**src/rtl/sram_fifo_pkg.sv**
```systemverilog
// sram_fifo_pkg: shared sizing constants, types and the pointer wrap helper
// for the stream-to-SRAM FIFO controller.
package sram_fifo_pkg;

  localparam int DEPTH     = 384;
  localparam int WIDTH     = 128;
  localparam int ADDR_BITS = 9;
  localparam int CNT_BITS  = ADDR_BITS + 1;

  typedef logic [ADDR_BITS-1:0] addr_t;
  typedef logic [CNT_BITS-1:0]  cnt_t;

  // Which SRAM access (if any) owns the single RW port this cycle.
  typedef enum logic [1:0] {
    ACC_IDLE  = 2'd0,
    ACC_WRITE = 2'd1,
    ACC_READ  = 2'd2
  } acc_e;

  // Pointer increment that wraps at DEPTH-1, which need not be a power of two.
  function automatic addr_t wrap_inc(input addr_t p);
    addr_t r;
    if (p == addr_t'(DEPTH - 1)) begin
      r = '0;
    end else begin
      r = p + addr_t'(1);
    end
    return r;
  endfunction

endpackage

```
**src/rtl/sram_fifo_if.sv**
```systemverilog
// sram_fifo_if: upstream and downstream valid/ready streams of the FIFO.
interface sram_fifo_if;
  import sram_fifo_pkg::*;

  logic             in_valid;
  logic             in_ready;
  logic [WIDTH-1:0] in_data;
  logic             out_valid;
  logic             out_ready;
  logic [WIDTH-1:0] out_data;

  modport slave (
    input  in_valid, in_data, out_ready,
    output in_ready, out_valid, out_data
  );

  modport master (
    output in_valid, in_data, out_ready,
    input  in_ready, out_valid, out_data
  );

endinterface

```
**src/rtl/sram_fifo_outbuf.sv**
```systemverilog
// sram_fifo_outbuf: 2-entry output buffer that absorbs the SRAM read latency.
// Entry 0 is always the head; a same-cycle push and pop are both honoured.
module sram_fifo_outbuf
  import sram_fifo_pkg::*;
(
  input  logic             clk,
  input  logic             rst,
  input  logic             push,
  input  logic [WIDTH-1:0] push_data,
  input  logic             pop,
  output logic [1:0]       cnt,
  output logic [WIDTH-1:0] head
);

  logic [WIDTH-1:0] ent0_r;
  logic [WIDTH-1:0] ent1_r;
  logic [1:0]       cnt_r;

  // Shift/append the two entries according to push and pop.
  always_ff @(posedge clk or posedge rst) begin
    if (rst) begin
      ent0_r <= '0;
      ent1_r <= '0;
      cnt_r  <= 2'd0;
    end else begin
      case ({push, pop})
        2'b10: begin
          if (cnt_r == 2'd0) begin
            ent0_r <= push_data;
            cnt_r  <= 2'd1;
          end else if (cnt_r == 2'd1) begin
            ent1_r <= push_data;
            cnt_r  <= 2'd2;
          end else begin
            cnt_r  <= cnt_r;
          end
        end
        2'b01: begin
          ent0_r <= ent1_r;
          cnt_r  <= cnt_r - 2'd1;
        end
        2'b11: begin
          if (cnt_r == 2'd1) begin
            ent0_r <= push_data;
          end else begin
            ent0_r <= ent1_r;
            ent1_r <= push_data;
          end
        end
        default: begin
          cnt_r <= cnt_r;
        end
      endcase
    end
  end

  assign cnt  = cnt_r;
  assign head = ent0_r;

endmodule

```
**src/rtl/sram_fifo_ctrl.sv**
```systemverilog
// sram_fifo_ctrl: stream-to-SRAM FIFO in front of a single-port 384x128 SRAM.
// Arbitrates the RW port between writes and reads (alternating under
// contention) and hides the 1-cycle read latency with a 2-entry buffer.
// Optional: define SRAM_FIFO_HWM_EN to add the hwm high-water-mark port.
module sram_fifo_ctrl
  import sram_fifo_pkg::*;
(
  input  logic             clk,
  input  logic             rst,
  sram_fifo_if.slave       strm,
  output logic             sram_csb,
  output logic             sram_web,
  output addr_t            sram_addr,
  output logic [WIDTH-1:0] sram_din,
  input  logic [WIDTH-1:0] sram_dout,
  output cnt_t             count
`ifdef SRAM_FIFO_HWM_EN
  ,
  output cnt_t             hwm
`endif
);

  addr_t      wr_ptr_r;
  addr_t      rd_ptr_r;
  addr_t      addr_r;
  cnt_t       sram_cnt_r;
  cnt_t       sram_cnt_nxt_s;
  logic       inflight_r;
  logic       prio_r;
  logic [1:0] buf_cnt_s;
  logic [2:0] occ_s;
  logic       in_valid_s;
  logic       pop_s;
  logic       rd_want_s;
  logic       wr_room_s;
  acc_e       acc_s;

  // Reset also blocks any write so the port stays quiet while rst is high.
  assign in_valid_s = strm.in_valid & ~rst;
  assign pop_s      = strm.out_valid & strm.out_ready;
  // Buffer slots committed after this edge: buffered + returning - leaving.
  assign occ_s      = {1'b0, buf_cnt_s} + {2'b00, inflight_r} - {2'b00, pop_s};
  assign rd_want_s  = (sram_cnt_r != '0) && (occ_s < 3'd2);
  assign wr_room_s  = (sram_cnt_r < cnt_t'(DEPTH));

  assign strm.in_ready = wr_room_s & ~(rd_want_s & prio_r) & ~rst;

  // Pick the single SRAM access for this cycle.
  always_comb begin
    acc_s = ACC_IDLE;
    if (rd_want_s && (prio_r || !wr_room_s || !in_valid_s)) begin
      acc_s = ACC_READ;
    end else if (in_valid_s && wr_room_s) begin
      acc_s = ACC_WRITE;
    end else begin
      acc_s = ACC_IDLE;
    end
  end

  // Drive the SRAM port from the chosen access; idle holds the last address.
  always_comb begin
    sram_csb       = 1'b1;
    sram_web       = 1'b1;
    sram_addr      = addr_r;
    sram_cnt_nxt_s = sram_cnt_r;
    case (acc_s)
      ACC_WRITE: begin
        sram_csb       = 1'b0;
        sram_web       = 1'b0;
        sram_addr      = wr_ptr_r;
        sram_cnt_nxt_s = sram_cnt_r + cnt_t'(1);
      end
      ACC_READ: begin
        sram_csb       = 1'b0;
        sram_web       = 1'b1;
        sram_addr      = rd_ptr_r;
        sram_cnt_nxt_s = sram_cnt_r - cnt_t'(1);
      end
      default: begin
        sram_csb       = 1'b1;
        sram_web       = 1'b1;
        sram_addr      = addr_r;
        sram_cnt_nxt_s = sram_cnt_r;
      end
    endcase
  end

  assign sram_din = strm.in_data;

  // Pointers, SRAM occupancy, read-in-flight flag and arbitration priority.
  always_ff @(posedge clk or posedge rst) begin
    if (rst) begin
      wr_ptr_r   <= '0;
      rd_ptr_r   <= '0;
      addr_r     <= '0;
      sram_cnt_r <= '0;
      inflight_r <= 1'b0;
      prio_r     <= 1'b0;
    end else begin
      if (acc_s == ACC_WRITE) begin
        wr_ptr_r <= wrap_inc(wr_ptr_r);
      end
      if (acc_s == ACC_READ) begin
        rd_ptr_r <= wrap_inc(rd_ptr_r);
      end
      addr_r     <= sram_addr;
      sram_cnt_r <= sram_cnt_nxt_s;
      inflight_r <= (acc_s == ACC_READ);
      // Only a true read/write conflict flips priority.
      if (rd_want_s && in_valid_s && wr_room_s) begin
        prio_r <= ~prio_r;
      end
    end
  end

  sram_fifo_outbuf u_outbuf (
    .clk       (clk),
    .rst       (rst),
    .push      (inflight_r),
    .push_data (sram_dout),
    .pop       (pop_s),
    .cnt       (buf_cnt_s),
    .head      (strm.out_data)
  );

  assign strm.out_valid = (buf_cnt_s != 2'd0);
  assign count = sram_cnt_r + cnt_t'(inflight_r) + cnt_t'(buf_cnt_s);

`ifdef SRAM_FIFO_HWM_EN
  cnt_t hwm_r;
  cnt_t count_nxt_s;

  // occ_s is exactly next cycle's buffer fill; a read issued now is next in flight.
  assign count_nxt_s = sram_cnt_nxt_s + cnt_t'(acc_s == ACC_READ) + cnt_t'(occ_s);

  // Track the peak occupancy seen since reset.
  always_ff @(posedge clk or posedge rst) begin
    if (rst) begin
      hwm_r <= '0;
    end else if (count_nxt_s > hwm_r) begin
      hwm_r <= count_nxt_s;
    end else begin
      hwm_r <= hwm_r;
    end
  end

  assign hwm = hwm_r;
`endif

endmodule
```
**src/flat_wrapper.sv**
```systemverilog
// flat-port wrapper written by rule: the top's interface ports become plain ports
module sram_fifo_ctrl_flat import sram_fifo_pkg::*;
  (clk, rst, sram_csb, sram_web, sram_addr, sram_din, sram_dout, count, strm_in_valid, strm_in_data, strm_out_ready, strm_in_ready, strm_out_valid, strm_out_data);
  sram_fifo_if strm_i ();
  input  logic clk;
  input  logic rst;
  output logic sram_csb;
  output logic sram_web;
  output addr_t sram_addr;
  output logic [WIDTH-1:0] sram_din;
  input  logic [WIDTH-1:0] sram_dout;
  output cnt_t count;
  input wire logic [$bits(strm_i.in_valid)-1:0] strm_in_valid;
  input wire logic [$bits(strm_i.in_data)-1:0] strm_in_data;
  input wire logic [$bits(strm_i.out_ready)-1:0] strm_out_ready;
  output wire logic [$bits(strm_i.in_ready)-1:0] strm_in_ready;
  output wire logic [$bits(strm_i.out_valid)-1:0] strm_out_valid;
  output wire logic [$bits(strm_i.out_data)-1:0] strm_out_data;
  assign strm_i.in_valid = strm_in_valid;
  assign strm_i.in_data = strm_in_data;
  assign strm_i.out_ready = strm_out_ready;
  assign strm_in_ready = strm_i.in_ready;
  assign strm_out_valid = strm_i.out_valid;
  assign strm_out_data = strm_i.out_data;
  sram_fifo_ctrl u_core (.clk(clk), .rst(rst), .strm(strm_i), .sram_csb(sram_csb), .sram_web(sram_web), .sram_addr(sram_addr), .sram_din(sram_din), .sram_dout(sram_dout), .count(count));
endmodule
```
**config.mk**
```make
export PLATFORM = sky130hd
export DESIGN_NAME = sram_fifo_ctrl_flat
export DESIGN_NICKNAME = d
export VERILOG_FILES = /design/src/rtl/sram_fifo_pkg.sv /design/src/rtl/sram_fifo_if.sv /design/src/rtl/sram_fifo_outbuf.sv /design/src/rtl/sram_fifo_ctrl.sv /design/src/flat_wrapper.sv
export SDC_FILE = /design/constraint.sdc
export NUM_CORES = 1
export LEC_CHECK = 0
export ABC_AREA = 0
export BUFFER_PORTS_ARGS = -buffer_cell sky130_fd_sc_hd__buf_4
export CAP_MARGIN = 25
export CORE_AREA = 4 4 210 212
export CTS_CLUSTER_DIAMETER = 80
export DETAILED_ROUTE_END_ITERATION = 10
export DIE_AREA = 0 0 214 216
export PLACE_DENSITY = 0.68
export SETUP_SLACK_MARGIN = 0.4
export SYNTH_ARGS = -nofsm -noshare
export SYNTH_HDL_FRONTEND = slang
export SYNTH_SLANG_ARGS = --single-unit
export TNS_END_PERCENT = 10
```
**constraint.sdc**
```tcl
create_clock -name clk -period 13.3 [get_ports clk]
set_input_delay 1.995 -clock clk [delete_from_list [all_inputs] [get_ports clk]]
set_output_delay 1.995 -clock clk [all_outputs]
set_load 0.03 [all_outputs]
```
==> run metrics <==
status=finished clean; Hold WS=479.8 ps; Non-Filler Instances=1953; area of the multi-input gates=5201 um2; #FFs+latches synth=297; Synth warnings=0; Fin. Hold Viols=0; max_cap viols=0; Worst Skew=25.28 ps; vias=10130; minimum clock period=7133 ps; slew margin rel.=0.2115; Clock Sinks=297; RSZ-0062 raised after global routing=false; fin. max-slew vios=0; die height=216 um; CP cell instances=buf_4 -> nor2b_1 -> ha_1 -> fa_1 -> xnor2_1 -> o311ai_0 -> nand2_1 -> inv_1 -> a222oi_1 -> inv_1 -> buf_4; drc violations=0; vias in the first global route=10240; Worst-Skew Late Latency=530 ps; Syn Nets=1551; Register Area=7432 um2; CP max stage cell=ha_1; Worst VDD drop=160.0 uV; mapped cell area=13960 um2; Final Wtd Congestion=0.8193; cts hold-fix bufs=0; Placeable Area=41950 um2; final critical-path share of the clock period=0.5363; routed len/inst=20.73 um; worst-margin pin slew=1183 ps; initial antenna violation count=2; CP delay by family, top=adder cells; n_diodes=0; Setup Viol. Count Final=0; Inst Count DP=1893; via/cell ratio=5.185; std cell rows=75; clock-pin slew on the worst setup and hold paths=60 ps; PD cells=296.8 nW/um2; total gr overflow=0; Layout area overhead=20.11%; CTS tree=built; Setup crit start kind=input pin; final net count=1671; post_cts resized=0; clock root cell=clkbuf_16; Buf/Inv on CP=4; Fillers=3982; first-pass GRT wire length=62680 um; Setup Buffers After CTS=0; syn avg cell area=10.98 um2; Initial Utilization=0.3328; CTS Buf Count=35; Worst Path Max Fanout=18; die area=46220 um2; Routed Wire Length=40480 um; die width=214 um; htree depth=2; CP Data Arrival Time=5140 ps; Post-synth EDFFs=0; Seq/Total Area, Yosys=0.5324; ys async rst share=1.000; Synth Flop Type=dfrtp_1; Post-DP HPWL=28160 um; Setup TNS Final=0 ps; deepest clock path buffer count=3; cell count after synthesis=1271; Crit path required time=11310 ps; leading cell types in the layout, fill and taps excluded=297 x dfrtp_1, 289 x buf_4, 159 x nand2_1, 144 x mux2_2, 130 x o21ai_0; share of cells above drive strength 1=0.3564; Antenna Violating Nets Remaining=0; crit end category=primary output; most common library cell in the layout ignoring fill and taps=dfrtp_1; Fmax=140.2 MHz; GRT Util Overall=0.1699; I/O Pins=539; Initial DRC Count=734; Port Buffers=282; LEAKAGE=7.653 nW; post-synth cell types=52; fin util=0.3998; First-pass DRT Iterations=7; largest net degree at the start of global routing=235; Setup CP Type=in -> out; slowest stage delay, CP=700 ps; worst hold path class=reg -> reg
area by class of cell:
| type | count | area share |
|---|---|---|
| flip-flops and latches | 297 | 0.4432 |
| multi-input cells | 742 | 0.3102 |
| repair buffers | 290 | 0.1306 |
| clock buffers | 49 | 0.06141 |
| well taps | 539 | 0.04022 |
| clock inverters | 11 | 0.008357 |
| inverters | 25 | 0.006044 |
flip-flops by register name, summed over array words and instances, names as in the netlist:
signal / cells
u_core.rd_ptr_r: 9
u_core.u_outbuf.cnt: 2
u_core.u_outbuf.head: 128
u_core.prio_r: 1
u_core.inflight_r: 1
u_core.addr_r: 9
u_core.sram_cnt_r: 10
u_core.wr_ptr_r: 9
u_core.u_outbuf.ent1_r: 128
worst reg2reg max path, cell delays in order, from the launching register on:
cell and delay (ps):
dfrtp_1 520, inv_1 120, ha_1 290, nor2b_1 370
ha_1 700, fa_1 310, xnor2_1 150, o311a_4 270
and2_4 350, inv_1 210, fa_1 470, nand2b_1 180
a21oi_1 140, a211oi_1 100, and3b_1 180, o41ai_1 350
cell families (layout without fill, tap and decap cells):
group | Yosys count | in the layout | share of synthesized area
buf+inv | 232 | 375 | 0.09831
xor+xnor | 22 | 22 | 0.01380
compound gates | 317 | 317 | 0.1466
mux | 146 | 146 | 0.1176
fa+ha+maj | 20 | 20 | 0.02008
flops | 297 | 297 | 0.5324
simple gates | 237 | 237 | 0.07125
routing by layer:
layer / track usage / share of wire / up-vias
li1: - / - / 4592
met1: 0.1976 / 0.38 / 5022
met2: 0.2817 / 0.49 / 391
met3: 0.07103 / 0.094 / 121
met4: 0.06462 / 0.034 / 0
met5: 0 / 0 / -
power breakdown:
group / leakage (nW) / internal, W / switching, W
Clock: 0.570 / 0.000582 / 0.000386
Combinational: 3.44 / 0.000958 / 0.00145
Sequential: 3.64 / 0.00134 / 0.000267
Total: 7.65 / 0.00288 / 0.00210
metrics by stage:
stage	total power [W]	worst slack (ps)	instance area (um2)
6_report	0.004977	6167	16770
5_1_grt	0.005304	5840	16770
4_1_cts	0.005032	6149	16770
3_5_place_dp	0.004036	6160	15600
3_3_place_gp	0.003968	6272	15600
2_1_floorplan	0.003306	3101	13960
cell usage after synthesis (3+ instances only):
library cell / instances / area [um2]
nand2b_1: 3 / 18.77
clkbuf_1: 72 / 270.3
a21o_1: 5 / 37.54
fa_1: 4 / 80.08
buf_4: 128 / 960.9
inv_1: 24 / 90.09
o21ai_0: 131 / 655.6
a222oi_1: 9 / 90.09
a31oi_1: 13 / 81.33
nand2_1: 159 / 596.8
nand4_1: 3 / 18.77
ha_1: 16 / 200.2
nand3_1: 17 / 85.08
nor2_1: 36 / 135.1
xnor2_1: 15 / 131.4
o31ai_1: 3 / 22.52
a21oi_1: 12 / 60.06
mux2_2: 144 / 1622
dfrtp_1: 297 / 7432
a22oi_1: 128 / 960.9
or4_1: 3 / 22.52
buf_1: 3 / 11.26
xor2_1: 7 / 61.31
worst paths after layout:
check                                    startpoint                          to  slack, ps  depth (start not counted)
max                                  strm_out_ready                sram_addr[3]       6170                         11
min                        u_core.u_outbuf.head[43]    u_core.u_outbuf.head[43]        480                          2
max reg2reg                  u_core.u_outbuf.cnt[1]        u_core.sram_cnt_r[8]       8470                         15
min reg2reg                u_core.u_outbuf.head[43]    u_core.u_outbuf.head[43]        480                          2
max in group asynchronous                       rst  u_core.u_outbuf.ent1_r[54]       9620                          4
min in group asynchronous                       rst        u_core.sram_cnt_r[8]       1590                          2
Power figures use the tool's default switching activity.
